`src/rtl/ysyx_22040895_fetch_ctrl.sv`:
```
`default_nettype none
// ============================================================================
// Module   : ysyx_22040895_fetch_ctrl
// Purpose  : Instruction-fetch sequencer. Owns the fetch PC, issues one
//            instruction-memory request at a time, waits for the response,
//            and holds the fetched instruction until decode accepts it.
//            Execute-stage redirects take priority; wrong-path responses
//            are dropped.
// Revision : 1.0 - initial release
// ============================================================================
module ysyx_22040895_fetch_ctrl #(
  parameter int                ADDR_W   = 64,
  parameter int                INST_W   = 32,
  parameter logic [ADDR_W-1:0] RESET_PC = 64'h0000_0000_8000_0000
) (
  input  logic              clk,
  input  logic              rst,
  input  logic              redirect_valid_i,
  input  logic [ADDR_W-1:0] redirect_pc_i,
  output logic              imem_req_valid_o,
  output logic [ADDR_W-1:0] imem_req_addr_o,
  input  logic              imem_req_ready_i,
  input  logic              imem_rsp_valid_i,
  input  logic [INST_W-1:0] imem_rsp_data_i,
  output logic              inst_valid_o,
  output logic [INST_W-1:0] inst_o,
  output logic [ADDR_W-1:0] inst_pc_o,
  input  logic              inst_ready_i,
  output logic              misalign_o
);

  typedef enum logic [1:0] {
    S_REQ  = 2'd0,
    S_WAIT = 2'd1,
    S_OUT  = 2'd2
  } state_t;

  localparam logic [ADDR_W-1:0] PC_STEP = ADDR_W'(4);

  state_t              state;
  logic [ADDR_W-1:0]   pc;
  logic [INST_W-1:0]   inst;
  logic [ADDR_W-1:0]   inst_pc;
  logic                drop;
  logic                misalign;

  // A redirect only takes effect when its target is word aligned; a
  // misaligned target is reported and otherwise has no effect.
  logic redir_ok;
  logic redir_bad;
  logic out_state;
  logic inst_fire;

  assign redir_ok  = redirect_valid_i & (redirect_pc_i[1:0] == 2'b00);
  assign redir_bad = redirect_valid_i & (redirect_pc_i[1:0] != 2'b00);
  assign out_state = (state == S_OUT);
  // Any redirect (even a misaligned one) hides the held instruction for the
  // cycle, so decode never consumes it while execute is steering away.
  assign inst_fire = out_state & ~redirect_valid_i & inst_ready_i;

  // Fetch sequencer: state, PC, held instruction, drop flag, misalign pulse.
  always_ff @(posedge clk) begin
    if (rst) begin
      state    <= S_REQ;
      pc       <= RESET_PC;
      drop     <= 1'b0;
      inst     <= '0;
      inst_pc  <= '0;
      misalign <= 1'b0;
    end else begin
      misalign <= redir_bad;
      case (state)
        S_REQ: begin
          if (redir_ok) begin
            pc <= redirect_pc_i;
            // Memory already took the old address this cycle, so its
            // response belongs to the wrong path and must be discarded.
            if (imem_req_ready_i) begin
              drop  <= 1'b1;
              state <= S_WAIT;
            end
          end else if (imem_req_ready_i) begin
            state <= S_WAIT;
          end
        end
        S_WAIT: begin
          if (redir_ok) begin
            pc <= redirect_pc_i;
            if (imem_rsp_valid_i) begin
              // Response consumed here, nothing left in flight to drop.
              drop  <= 1'b0;
              state <= S_REQ;
            end else begin
              drop <= 1'b1;
            end
          end else if (imem_rsp_valid_i) begin
            if (drop) begin
              drop  <= 1'b0;
              state <= S_REQ;
            end else begin
              inst    <= imem_rsp_data_i;
              inst_pc <= pc;
              state   <= S_OUT;
            end
          end
        end
        S_OUT: begin
          if (redir_ok) begin
            pc    <= redirect_pc_i;
            state <= S_REQ;
          end else if (inst_fire) begin
            pc    <= pc + PC_STEP;
            state <= S_REQ;
          end
        end
        default: begin
          state <= S_REQ;
        end
      endcase
    end
  end

  // Every output is forced to zero while reset is held.
  assign imem_req_valid_o = ~rst & (state == S_REQ);
  assign imem_req_addr_o  = rst ? '0 : pc;
  assign inst_valid_o     = ~rst & out_state & ~redirect_valid_i;
  assign inst_o           = rst ? '0 : inst;
  assign inst_pc_o        = rst ? '0 : inst_pc;
  assign misalign_o       = ~rst & misalign;

endmodule
`default_nettype wire

```
`config.mk`:
```
export PLATFORM = sky130hd
export DESIGN_NAME = ysyx_22040895_fetch_ctrl
export DESIGN_NICKNAME = d
export VERILOG_FILES = /design/src/rtl/ysyx_22040895_fetch_ctrl.sv
export SDC_FILE = /design/constraint.sdc
export NUM_CORES = 1
export LEC_CHECK = 0
export ABC_AREA = 1
export CORE_ASPECT_RATIO = 0.7
export CORE_MARGIN = 1
export CORE_UTILIZATION = 40
export CTS_CLUSTER_DIAMETER = 150
export DETAILED_ROUTE_END_ITERATION = 16
export PLACE_DENSITY = 0.71
export SYNTH_ARGS = -nofsm -noshare
export SYNTH_HDL_FRONTEND = slang
export SYNTH_SLANG_ARGS = --single-unit
```
`constraint.sdc`:
```
create_clock -name clk -period 1.85 [get_ports clk]
set_input_delay 0.37 -clock clk [delete_from_list [all_inputs] [get_ports clk]]
set_output_delay 0.37 -clock clk [all_outputs]
set_load 0.03 [all_outputs]
```
==> out/metrics.yaml, run 1 <==
viasPerCell: 4.96
root_buffer: "clkbuf_16"
antenna_found_initial: 0
clk_latency_ns: 0.45
fillCellCount: 2212
grt_pass1_vias: 10000
core_um2: 22700
slew_viol_final: 0
synth_area_leaders: "dfxtp_1 (36%), nand2_1 (15%), nor2_1 (15%)"
tritoncts: "yes"
fin_area_um2: 13600
synth-seq-cells: 164
cts_max_path_buffers: 2
path_common_cell: "buf_4"
path_max_fanout: 3
slowest_stage: "dfxtp_1"
die_h_um: 129
fin_cells: 2246
synth_top_area_share_pct: 35.5
finalPower_mw: 9.37
p_leak_nw: 5.88
cts_hold_buf: 0
finClkSkew_ns: 0.0109
dieArea_um2: 23700
worst_slack_ns: 0.0259
firstDrtPassIters: 7
syn-num-nets: 1681
finalSetupViolations: 0
syn_avg_cell_area_um2: 5.86
numPortBuffers: 264
rsz0062_at_grt: "true"
worstMarginPinSlew_ns: 0.362
avgRoutedWirePerCell_um: 15.9
crit_required_ns: 1.48
htreeDepth: 4
syn_inst: 1578
core.rowCount: 46
area_growth_pct: 47.0
yosys_warnings: 0
critical_path.cell_chain: "buf_4 > inv_1 > nor2_1 > buf_4"
routed_wl_um: 35800
status: "finished, final reports clean"
synth_edf_count: 0
fp.dieW_um: 184
ys_top_cells_by_count: "nand2_1 (373), nor2_1 (363), inv_1 (213)"
yosys.area.top_type: "dfxtp_1"
ys_types: 27
irDropWorstVdd_uv: 674
start_kind: "flop"
start_util_pct: 40.8
critPathTopFamily: "buffers and inverters"
cp_num_buf_inv: 3
grt_usage_pct: 29.7
dpl_worst_slack_ns: -0.286
cellPowerDensity_nw_per_um2: 690
synthFlopType: "dfxtp_1"
cpPeakStageDelay_ns: 0.40
finalNetCount: 2024
worstSetupPathType: "reg2out"
diodes: 0
hpwl_um: 28300
placed_area_um2: 12800
synth.most_common_cell: "nand2_1"
max-slew-margin-rel_pct: 75.7
syn_area_um2: 9250
drive_above_1_share_pct: 19.7
grt_pass1_wl_um: 53800
hold_slack_ns: 0.450
dp_cells: 2211
grt_start_max_net_pins: 76
clk_pin_slew_ns: 0.07
synth-seq-area-share_pct: 35.5
post-route-period-util_pct: 98.6
drt-initial-drc-count: 983
cts_num_sinks: 164
pin_count: 265
drv_cap: 0
worst_setup_path_end_kind: "output pin"
drc: 0
grt-ovfl-total: 0
fmaxAchievable_ghz: 0.548
cts-buffers-inserted: 17
post-route-min-period_ns: 1.82
arrival_ns: 1.45
hold_viol: 0
gp_congestion: 0.987
ant_nets: 0
vias: 11100
hold_path.class: "reg2reg"
async_flop_share_pct: 0
==> worst min-delay path, delay by kind of cell, from the launching register on <==
kind / cells / cell delay [ns]
buffers and inverters: 1 / 0.06
AOI/OAI and AO/OA: 1 / 0.05
DFF: 1 / 0.30
==> cells in the final DEF, fill, tap and decap left out, types with 8 or more instances in the layout <==
cell / instances
buf_12: 20
o21ai_0: 139
nand2_1: 369
dfxtp_1: 149
clkbuf_16: 18
a21oi_1: 104
nor2_2: 24
o211ai_1: 12
nor3_1: 8
buf_4: 264
nor2_1: 339
inv_1: 209
nand4_1: 16
dlygate4sd2_1: 12
clkdlybuf4s50_1: 100
dfxtp_2: 14
nand3_1: 76
nor2_4: 9
==> metal layers <==
metal	global-route usage (%)	part of all wire (%)	routed length [um]	vias up
met5	0	0	0	-
met4	8.58	1.6	573	0
met3	6.16	9.4	3350	43
met2	45.6	43	15300	485
met1	41.8	46	16600	5034
li1	-	-	-	5581
==> final timing paths <==
kind,startpoint,to,slack (ns),depth (start not counted)
max,pc[22],imem_req_addr_o[22],0.03,4
min,inst_pc[54],inst_pc[54],0.45,2
max reg2reg,pc[3],pc[18],0.04,10
min reg2reg,inst_pc[54],inst_pc[54],0.45,2
==> per-stage QoR <==
| stage | setup TNS [ns] | util (%) |
|---|---|---|
| floorplan | 0 | - |
| global placement | -24.02 | 56.6 |
| detailed placement | -28.62 | 56.6 |
| CTS | 0 | 59.2 |
| global route | -0.134 | 59.9 |
| finish | 0 | 59.9 |
==> cell type report <==
class / instances / area [um^2] / share of cell area, %
flip-flops and latches: 164 / 3300 / 24.3
clock buffers: 21 / 440 / 3.24
well taps: 312 / 390 / 2.87
clock inverters: 11 / 151 / 1.11
multi-input cells: 1122 / 4950 / 36.4
repair buffers: 399 / 3540 / 26.0
inverters: 217 / 818 / 6.02
==> power by group <==
| group | internal, mW | switching [mW] |
|---|---|---|
| sequential | 3.76 | 0.162 |
| combinational | 0.745 | 1.01 |
| clock | 2.13 | 1.57 |
==> flip-flops by register name, summed over array words and instances, names as in the netlist <==
signal	flops
misalign	1
inst_pc	64
drop	1
pc	64
state	2
inst	32
==> cells by family (layout without fill, tap and decap cells) <==
kind of cell	after synthesis	after routing	synth area share, %
AND/OR/NAND/NOR	849	849	36.5
buffers and inverters	292	648	12.4
AO/OA/AOI/OAI	265	265	14.8
flip-flops	164	164	35.5
XOR/XNOR	7	7	0.663
adder cells (fa/ha/maj)	1	1	0.135
==> timing repair <==
action                     CTS  global route
setup endpoints to repair   20            48
setup buffers                0             2
pin swaps                    0             1
cloned                       0             1
gates resized for setup     23            49
(Power assumes the default switching activity.)
==> inputs of run 2 (changes only) <==
CTS_CLUSTER_SIZE = 30   (was unset)
REMOVE_ABC_BUFFERS = 1   (was unset)
==> out/metrics.yaml, run 2 (synthesized netlist as in run 1, its figures left out) <==
core.rowCount: 46  # unchanged
p_sw_share_pct: 30.4  # +1.2 points
arrival_ns: 1.47  # +0.02 ns
grt_usage_pct: 28.9  # -0.71 points
final_common_cell: "nand2_1"
firstDrtPassIters: 5  # -2
max-slew-margin-rel_pct: 78.8  # +3.1 points
p_leak_nw: 5.64  # -4.1%
dpl_worst_slack_ns: -0.289  # -0.00332 ns
htreeDepth: 4  # unchanged
placed_area_um2: 12500  # -2.5%
start_util_pct: 40.8  # unchanged
dp_cells: 2175  # -1.6%
post-route-min-period_ns: 1.84  # +0.0139 ns
viasPerCell: 5.00  # +0.85%
worst_slack_ns: 0.0120  # -0.0139 ns
worstMarginPinSlew_ns: 0.317  # -0.0452 ns
start_kind: "flop"
cellPowerDensity_nw_per_um2: 706  # +2.4%
fmaxAchievable_ghz: 0.544  # -0.75%
fin_cells: 2207  # -1.7%
dieArea_um2: 23700  # unchanged
pin_count: 265  # unchanged
cts_hold_buf: 0  # unchanged
irDropWorstVdd_uv: 670  # -0.61%
avgRoutedWirePerCell_um: 15.9  # -0.24%
p_comb_share_pct: 18.4  # -0.3 points
cts_max_path_buffers: 2  # unchanged
grt_pass1_wl_um: 52900  # -1.8%
finClkSkew_ns: 0.0104  # -0.000515 ns
fin_tns_setup_ns: 0  # unchanged
clkPwrFrac_pct: 39.5  # about the same
die_h_um: 129  # unchanged
slew_viol_final: 0  # unchanged
internal_power_mw: 6.49  # -2.2%
worst_setup_path_end_kind: "output pin"
gp_congestion: 0.920  # -6.8%
fp.dieW_um: 184  # unchanged
rsz0062_at_grt: "true"
root_buffer: "clkbuf_16"
routed_wl_um: 35100  # -2.0%
antenna_found_initial: 0  # unchanged
switchingPower_mw: 2.84  # +3.5%
clk_latency_ns: 0.45  # about the same
area_growth_pct: 42.8
vias: 11000  # -0.90%
drive_above_1_share_pct: 18.3  # -1.4 points
diodes: 0  # unchanged
hpwl_um: 26700  # -5.5%
drc: 0  # unchanged
fin_area_um2: 13200  # -2.8%
core_um2: 22700  # unchanged
finalNetCount: 1985  # -1.9%
drt-initial-drc-count: 823  # -16%
ant_nets: 0  # unchanged
reg_top3: "inst_pc x64, pc x64, inst x32"
grt_pass1_vias: 9709  # -3.3%
finalSetupViolations: 0  # unchanged
tritoncts: "yes"
drv_cap: 0  # unchanged
hold_path.class: "reg2reg"
grt_start_max_net_pins: 75  # -1.3%
status: "finished, final reports clean"
path_max_fanout: 3  # unchanged
cts_num_sinks: 164  # unchanged
numPortBuffers: 264  # unchanged
crit_required_ns: 1.48  # about the same
seq_power_share_pct: 42.0  # +0.2 points
grt-ovfl-total: 0  # unchanged
worstSetupPathType: "reg2out"
clk_pin_slew_ns: 0.07  # about the same
cts-buffers-inserted: 17  # unchanged
final_cell_mix: "nand2_1 (368), nor2_1 (341), buf_4 (238)"
post-route-period-util_pct: 99.3  # +0.75 points
finish.utilization_pct: 58.2  # -1.7 points
hold_viol: 0  # unchanged
run 2: worst max-delay path, stage by stage, from the launching register on:
cell	delay [ns]
dfxtp_1	0.42
buf_4	0.16
inv_1	0.05
nor2_1	0.18
buf_4	0.21
run 2: through the flow:
step	hold WS, ns	total power, mW
floorplan	0.432	4.78
global placement	0.437	5.66
detailed placement	0.444	5.68
CTS	0.454	9.34
global route	0.463	9.69
finish	0.452	9.33
run 2: worst paths after layout:
kind | from | to | slack [ns] | cells after the start
setup / recovery | pc[53] | imem_req_addr_o[53] | 0.01 | 4
hold / removal | inst[11] | inst[11] | 0.45 | 2
setup reg to reg | pc[6] | pc[16] | 0.06 | 10
hold reg to reg | inst[11] | inst[11] | 0.45 | 2
run 2: power by group through the flow:
stage                     Combinational, mW  Clock, mW  Sequential (mW)
after floorplan                       0.847          0             3.93
after global placement                 1.67          0             3.98
after detailed placement               1.70          0             3.99
after CTS                              1.71       3.73             3.91
after global routing                   1.87       3.88             3.94
final                                  1.72       3.69             3.92
run 2: layout make-up:
cell class	count	area, um^2
clock buffers	17	425
inverters	217	815
flip-flops and latches	164	3300
clock inverters	15	170
multi-input cells	1122	4930
fillers	2259	9470
repair buffers	360	3170
well taps	312	390
run 2: timing repair:
item,CTS,global route
buffers inserted,0,0
endpoints found under the setup margin,9,47
pin swaps,0,1
resized for setup,9,40
run 2: per-layer routing:
layer	vias to the layer above	share of wire [%]	GRT usage, %
li1	5519	-	-
met1	5030	47	41.3
met2	467	43	44.3
met3	27	9.0	6.35
met4	0	1.1	6.81
met5	-	0	0
==> inputs of run 3 (changes only) <==
PLACE_DENSITY = 0.75   (was 0.71)
==> out/metrics.yaml, run 3 (synthesized netlist as in run 1, its figures left out) <==
worst_setup_path_end_kind: "output pin"
grt_usage_pct: 28.8  # -0.13 points
pin_count: 265  # unchanged
core.rowCount: 46  # unchanged
post-route-period-util_pct: 98.7  # -0.66 points
worst_slack_ns: 0.0243  # +0.0122 ns
final_cell_mix: "nand2_1 (367), nor2_1 (328), inv_1 (212)"
hold_path.class: "in2reg"
fmaxAchievable_ghz: 0.548  # +0.67%
grt_start_max_net_pins: 71  # -5.3%
cts-buffers-inserted: 17  # unchanged
cts_max_path_buffers: 2  # unchanged
critical_path.cell_chain: "inv_1 > nor2_1 > buf_4"
rrSetupSlack_ns: 0.05  # about the same
root_buffer: "clkbuf_16"
start_kind: "flop"
htreeDepth: 4  # unchanged
irDropWorstVdd_uv: 615  # -8.3%
tritoncts: "yes"
p_leak_nw: 5.79  # +2.6%
worstMarginPinSlew_ns: 0.370  # +0.0536 ns
vias: 11100  # +0.081%
drc: 0  # unchanged
finalSetupViolations: 0  # unchanged
drive_above_1_share_pct: 18.6  # +0.34 points
cp_num_buf_inv: 2  # -1
antenna_found_initial: 0  # unchanged
cpPeakStageDelay_ns: 0.53  # +0.11 ns
finClkSkew_ns: 0.0112  # +0.000811 ns
dieArea_um2: 23700  # unchanged
clk_latency_ns: 0.44  # about the same
grt-ovfl-total: 0  # unchanged
grt_pass1_wl_um: 53200  # +0.64%
avgRoutedWirePerCell_um: 16.0  # +0.39%
placed_area_um2: 13000  # +4.2%
path_max_fanout: 5  # +2
grt_pass1_vias: 9974  # +2.7%
fin_area_um2: 13800  # +4.7%
finalNetCount: 1984  # -0.050%
slowest_stage: "dfxtp_1"
hpwl_um: 26800  # +0.11%
critPathTopFamily: "flip-flops"
core_um2: 22700  # unchanged
cts_num_sinks: 164  # unchanged
hold_viol: 0  # unchanged
rsz0062_at_grt: "true"
numPortBuffers: 264  # unchanged
dpl_worst_slack_ns: -0.325  # -0.0366 ns
fp.dieW_um: 184  # unchanged
cts_hold_buf: 0  # unchanged
diodes: 0  # unchanged
die_h_um: 129  # unchanged
clk_pin_slew_ns: 0.07  # about the same
viasPerCell: 5.01  # +0.17%
drt-initial-drc-count: 881  # +7.0%
arrival_ns: 1.46  # about the same
post-route-min-period_ns: 1.83  # -0.0122 ns
reg_top3: "inst_pc x64, pc x64, inst x32"
drv_cap: 0  # unchanged
slew_viol_final: 0  # unchanged
gp_congestion: 0.960  # +4.3%
area_growth_pct: 49.6
firstDrtPassIters: 6  # +1
crit_required_ns: 1.48  # about the same
final_common_cell: "nand2_1"
routed_wl_um: 35200  # +0.30%
status: "finished, final reports clean"
ant_nets: 0  # unchanged
max-slew-margin-rel_pct: 75.3  # -3.5 points
start_util_pct: 40.8  # unchanged
worstSetupPathType: "reg2out"
cellPowerDensity_nw_per_um2: 684  # -3.1%
-- run 3: changes by cell type in the layout (fill, tap and decap cells not counted), sizes merged --
cell / change
clkbuf: +7
inv: -6
buf: -4
clkinv: -2
bufinv: +1
clkdlybuf4s15: +1
clkdlybuf4s50: -1
dlygate4sd2: +1
dlymetal6s2s: +1
-- run 3: through the flow --
stage | setup TNS, ns | power [mW] | util (%) | hold WS (ns) | cells
6_report | 0 | 9.46 | 61.0 | 0.357 | 2205
3_5_place_dp | -35.07 | 5.77 | 57.4 | 0.444 | 2171
2_1_floorplan | -280.14 | 4.78 | - | 0.432 | 1503
4_1_cts | 0 | 9.47 | 60.2 | 0.345 | 2202
5_1_grt | -0.0507 | 9.84 | 61.0 | 0.367 | 2205
3_3_place_gp | -28.75 | 5.74 | 57.4 | 0.438 | 2171
-- run 3: worst paths after layout --
| check | to | cells after the start | from |
|---|---|---|---|
| hold reg to reg | inst[18] | 2 | inst[18] |
| setup reg to reg | pc[31] | 9 | pc[17] |
| setup / recovery | imem_req_addr_o[55] | 3 | pc[55] |
| hold / removal | pc[8] | 4 | rst |
-- run 3: cell type report --
cell class,count,area [um^2]
clock buffers,23,478
clock inverters,8,124
fillers,2156,8850
inverters,217,815
multi-input cells,1122,4980
flip-flops and latches,164,3300
well taps,312,390
repair buffers,359,3740
-- run 3: repair_timing --
action | in CTS | in global routing
endpoints found under the hold margin | 0 | 0
buffers inserted | 0 | 1
setup endpoints to repair | 18 | 46
gates resized for setup | 14 | 53
pin swaps | 1 | 3
cloned | 0 | 2
-- run 3: per-layer routing --
layer | part of all wire, % | track usage [%] | vias to the layer above
met5 | 0 | 0 | -
met4 | 1.1 | 6.27 | 0
met3 | 9.5 | 6.66 | 30
met2 | 43 | 44.7 | 519
met1 | 46 | 40.6 | 4987
li1 | - | - | 5516
-- run 3: power breakdown --
part / internal, mW / switching (mW) / leakage, nW
Clock: 2.23 / 1.50 / 0.290
Combinational: 0.785 / 1.03 / 4.16
Sequential: 3.75 / 0.169 / 1.34
-- run 3: worst reg2reg max path: stages, from the launching register on --
cell and delay, ns:
dfxtp_1 0.44, nand2_1 0.11, nor2_1 0.15, nand2_1 0.16, inv_1 0.14, nand2_1 0.11
o21ai_1 0.34, nand2_1 0.10, nand2_1 0.08, nand3_1 0.06
